**src/rtl/dmem_bridge.sv**
```systemverilog
// Data-memory bridge: turns the single-cycle core's load/store into a req/ack bus access, stalling the core meanwhile.
// Optional one-entry posted-write buffer enabled by defining DMEM_WBUF_EN.
module dmem_bridge #(
  parameter int unsigned TIMEOUT = 256,
  parameter int unsigned CW      = 9
) (
  input  logic        clk,
  input  logic        reset,
  input  logic        memread,
  input  logic        memwrite,
  input  logic [31:0] addr,
  input  logic [31:0] writedata,
  output logic [31:0] readdata,
  output logic        stall,
  output logic        misalign,
  output logic        buserr,
  output logic        bus_req,
  output logic        bus_we,
  output logic [31:0] bus_addr,
  output logic [31:0] bus_wdata,
  input  logic [31:0] bus_rdata,
  input  logic        bus_ack
);

  typedef enum logic [1:0] {
    IDLE,
    BUSY,
    DONE
`ifdef DMEM_WBUF_EN
    , WPOST
`endif
  } state_t;

  localparam logic [CW-1:0] TO_LAST = (TIMEOUT == 0) ? '0 : CW'(TIMEOUT - 1);

  state_t        state;
  logic [CW-1:0] cnt;
  logic          req;
  logic          we;
  logic          aligned;
  logic          tmo_hit;

  assign req     = memread | memwrite;
  assign we      = memwrite;
  assign aligned = (addr[1:0] == 2'b00);
  assign tmo_hit = (TIMEOUT != 0) && (cnt == TO_LAST);

  always_comb begin
    stall    = 1'b0;
    misalign = 1'b0;
    if (reset) begin
      case (state)
        IDLE: begin
          if (req) begin
            if (!aligned) misalign = 1'b1;
`ifdef DMEM_WBUF_EN
            else          stall    = !we;
`else
            else          stall    = 1'b1;
`endif
          end
        end
        BUSY:  stall = 1'b1;
`ifdef DMEM_WBUF_EN
        WPOST: stall = req;
`endif
        default: ;
      endcase
    end
  end

  always_ff @(posedge clk) begin
    if (!reset) begin
      state     <= IDLE;
      cnt       <= '0;
      bus_req   <= 1'b0;
      bus_we    <= 1'b0;
      bus_addr  <= '0;
      bus_wdata <= '0;
      readdata  <= '0;
      buserr    <= 1'b0;
    end else begin
      buserr <= 1'b0;
      case (state)
        IDLE: begin
          cnt <= '0;
          if (req && aligned) begin
            bus_req   <= 1'b1;
            bus_we    <= we;
            bus_addr  <= {addr[31:2], 2'b00};
            bus_wdata <= writedata;
`ifdef DMEM_WBUF_EN
            state     <= we ? WPOST : BUSY;
`else
            state     <= BUSY;
`endif
          end
        end
        // An ack arriving on the last permitted cycle wins over the timeout.
        BUSY: begin
          if (bus_ack) begin
            bus_req <= 1'b0;
            if (!bus_we) readdata <= bus_rdata;
            state   <= DONE;
          end else if (tmo_hit) begin
            bus_req  <= 1'b0;
            buserr   <= 1'b1;
            readdata <= '0;
            state    <= DONE;
          end else begin
            cnt <= cnt + 1'b1;
          end
        end
        DONE: begin
          cnt   <= '0;
          state <= IDLE;
        end
`ifdef DMEM_WBUF_EN
        WPOST: begin
          if (bus_ack) begin
            bus_req <= 1'b0;
            cnt     <= '0;
            state   <= IDLE;
          end else if (tmo_hit) begin
            bus_req <= 1'b0;
            buserr  <= 1'b1;
            cnt     <= '0;
            state   <= IDLE;
          end else begin
            cnt <= cnt + 1'b1;
          end
        end
`endif
        default: state <= IDLE;
      endcase
    end
  end

endmodule

```
**config.mk**
```make
export PLATFORM = sky130hd
export DESIGN_NAME = dmem_bridge
export DESIGN_NICKNAME = d
export VERILOG_FILES = /design/src/rtl/dmem_bridge.sv
export SDC_FILE = /design/constraint.sdc
export NUM_CORES = 1
export LEC_CHECK = 0
export CORE_UTILIZATION = 35
export CTS_CLUSTER_DIAMETER = 40
export DETAILED_ROUTE_END_ITERATION = 7
export PLACE_DENSITY = 0.7
export SYNTH_ARGS = -nofsm -noshare
export SYNTH_HDL_FRONTEND = slang
export SYNTH_SLANG_ARGS = --single-unit
```
**constraint.sdc**
```tcl
create_clock -name clk -period 2.1 [get_ports clk]
set_input_delay 0.42 -clock clk [delete_from_list [all_inputs] [get_ports clk]]
set_output_delay 0.42 -clock clk [all_outputs]
set_load 0.01 [all_outputs]
```
==> reports/results.tsv <==
stage	metric	value	unit
synth	Yosys reg bits	108	
cells_and_area	Core Util, Final	57.2	%
clocking	CTS Buf Count	9	
power	pwr dens	714	nW/µm²
clocking	CTS tree	done	
synth	simple-gate share of the synthesized area	22.1	%
routing	Via-to-Cell Ratio	4.73	
cells_and_area	share of cells above drive strength 1	9.22	%
synth	Post-Synthesis Cells	486	
cells_and_area	area of the multi-input gates	1960	µm²
synth	Adder-Cell Fraction of Synth Area	0.872	%
routing	initial drt markers	184	
routing	DRT antenna net count	0	
setup_path	critical path class	in -> out	
clocking	H-Tree Depth	3	
setup_path	Crit path top cell by count	nor2_1	
timing	Max Clock Skew	5.76	ps
clocking	cts hold-fix bufs	0	
cells_and_area	Final #Nets	782	
setup_path	crit end category	primary output	
synth	Netlist cell types	39	
placed_design	port bufs	199	
cells_and_area	commonest non-fill, non-tap cell in the layout	clkdlybuf4s50_1	
placed_design	hpwl dp	8.16	mm
power	Leak	2.39	nW
synth	cell taking the most area after synthesis	dfxtp_1	
setup_path	worst path arrival time	1550	ps
timing	crit share post-route	93.9	%
clocking	TritonCTS Sinks	108	
synth	largest family of logic cells by synthesized area	simple AND/OR/NAND/NOR gates	
timing	Worst Max-Slew Pin Slew	774	ps
cells_and_area	sequential cell area	2160	µm²
synth	synthesized area per cell	8.86	µm²
synth	Synth async-reset ratio	0	%
cells_and_area	Area Growth Syn to Fin	59.5	%
clocking	Worst-Skew Late Latency	350	ps
synth	mux share of post-synthesis cell area	0.232	%
power	Max VDD drop	385	µV
min_path	Hold Path Depth	2	
timing	Final Slew Violations	0	
synth	sequential fraction of the synthesis area	50.2	%
setup_path	Slowest cell on crit path	clkdlybuf4s50_1	
timing	Fin. Hold Viols	0	
synth	post-synthesis cell area	4310	µm²
cells_and_area	most frequent cells in the layout	clkdlybuf4s50_1, nand2_1, dfxtp_1, a21boi_1, nand3_1	
clocking	root buffer cell	clkbuf_16	
routing	post-DR wirelength/cell	14.1	µm
placed_design	gpl congestion	0.772	
die	Chip Width	113	µm
clocking	Longest Clk Path Bufs	2	
synth	Synth Area in Compound Gates	20.3	%
setup_path	reg2reg path depth	9	
timing	Max Clock Freq	507	MHz
synth	Yosys Warn Count	0	
global_routing	grt ovf	0	
cells_and_area	antenna cells	0	
die	Die Y	113	µm
synth	post-synth top area share	50.2	%
setup_path	maximum single-stage delay on the critical path	460	ps
setup_path	crit-path cells	clkdlybuf4s50_1, nor4_4, o21a_2, nor2_1, nor2_1, clkbuf_2	
synth	synth top area cells	dfxtp_1, nand2_1, a21boi_1	
die	Initial Util	35.9	%
synth	Top FF cell, synth	dfxtp_1	
routing	DR vias	3925	
setup_path	largest fanout on the critical path	2	
global_routing	largest net degree at the start of global routing	99	
timing	Worst slew margin	48.4	%
timing	unrepaired setup endpoints after global routing	no	
die	Rows	40	
global_routing	first-pass GRT wire length	18.6	mm
global_routing	initial antenna violation count	0	
timing	fin crit period	1970	ps
routing	total iterations of the first detailed-routing run	4	
clocking	Clock transition at path regs	70	ps
setup_path	Startpoint Class	input port	
routing	wirelength, routed	11.7	mm
job	number of max-cap violations	0	
cells_and_area	Fillers	1052	
timing	final setup fails	0	
timing	setup TNS	0	ps
global_routing	vias in the first global route	3823	
setup_path	CP Data Required Time	1680	ps
die	core area	12000	µm²
die	num ports	202	
synth	XOR/XNOR share of the synthesized area	1.22	%
run_status	status	finished clean	
global_routing	Total GRT Usage	18.5	%
min_path	Min-Delay Path Class	reg -> reg	
synth	Post-synth EDFFs	0	
routing	Remaining DRCs	0	
die	Die Area	12800	µm²
==> cell families after synthesis <==
| logic type | after synthesis |
|---|---|
| compound gates | 107 |
| buf+inv | 37 |
| other cells | 1 |
| fa+ha+maj | 3 |
| simple gates | 223 |
| xor+xnor | 6 |
| flops | 108 |
| mux | 1 |
==> per-layer routing <==
| metal | global-route usage, % | wire, µm | vias to the layer above |
|---|---|---|---|
| li1 | - | - | 1980 |
| met1 | 21.6 | 4950 | 1801 |
| met2 | 31.6 | 5680 | 127 |
| met3 | 5.36 | 788 | 17 |
| met4 | 8.51 | 244 | 0 |
| met5 | 0 | 0 | - |
==> metrics by stage <==
| stage | area [µm²] | cells | total power [W] | hold slack [ps] | setup slack, ps |
|---|---|---|---|---|---|
| 2_1_floorplan | 4310 | 487 | 0.00244 | 471 | 288 |
| 3_3_place_gp | 6430 | 811 | 0.00280 | 436 | -265 |
| 3_5_place_dp | 6430 | 811 | 0.00281 | 445 | -273 |
| 4_1_cts | 6820 | 827 | 0.00497 | 455 | 3.18 |
| 5_1_grt | 6870 | 830 | 0.00513 | 475 | 24.3 |
| 6_report | 6870 | 830 | 0.00490 | 451 | 127 |
==> report_power, final <==
part,internal (W),leakage (nW),switching [W]
logic,0.000371,1.33,0.000246
clock network,0.00140,0.186,0.000738
registers,0.00211,0.877,0.0000321
==> layout make-up <==
| type | count | share of cell area (%) |
|---|---|---|
| repair buffers | 216 | 31.7 |
| flip-flops and latches | 108 | 31.5 |
| clock buffers | 9 | 3.28 |
| well taps | 147 | 2.68 |
| inverters | 1 | 0.0546 |
| clock inverters | 7 | 2.37 |
| multi-input cells | 342 | 28.5 |
==> flip-flops by register name (all words and copies together) (netlist names) <==
name and count:
bus_addr 30, bus_req 1, bus_wdata 32, bus_we 1, buserr 1, cnt 9
readdata 32, state 2
==> cells in the mapped netlist (4+ instances only) <==
cell type    n
a21boi_1    47
nand3_1     34
nand2b_1     4
clkbuf_1    19
a21boi_2    20
buf_6        5
buf_2        8
nor2_1      12
dfxtp_1    108
a21boi_0    28
nand2_1    159
==> worst paths after layout <==
path                 from           end  slack, ps
max               addr[1]         stall        130
min          readdata[23]  readdata[23]        450
max reg2reg        cnt[1]  readdata[13]        150
min reg2reg  readdata[23]  readdata[23]        450
==> worst max-delay path, delay by kind of cell <==
kind / cells / cell delay, ps
AND/OR/NAND/NOR: 3 / 360
AO/OA/AOI/OAI: 1 / 180
buffers and inverters: 2 / 590
==> timing repair <==
action	in CTS	in global routing
endpoints found under the setup margin	3	33
hold endpoints to repair	0	0
gates cloned	0	1
gates resized for setup	3	9
buffers inserted	0	2
pin swaps	0	2
Note: power is estimated with default switching activity, not from simulation.
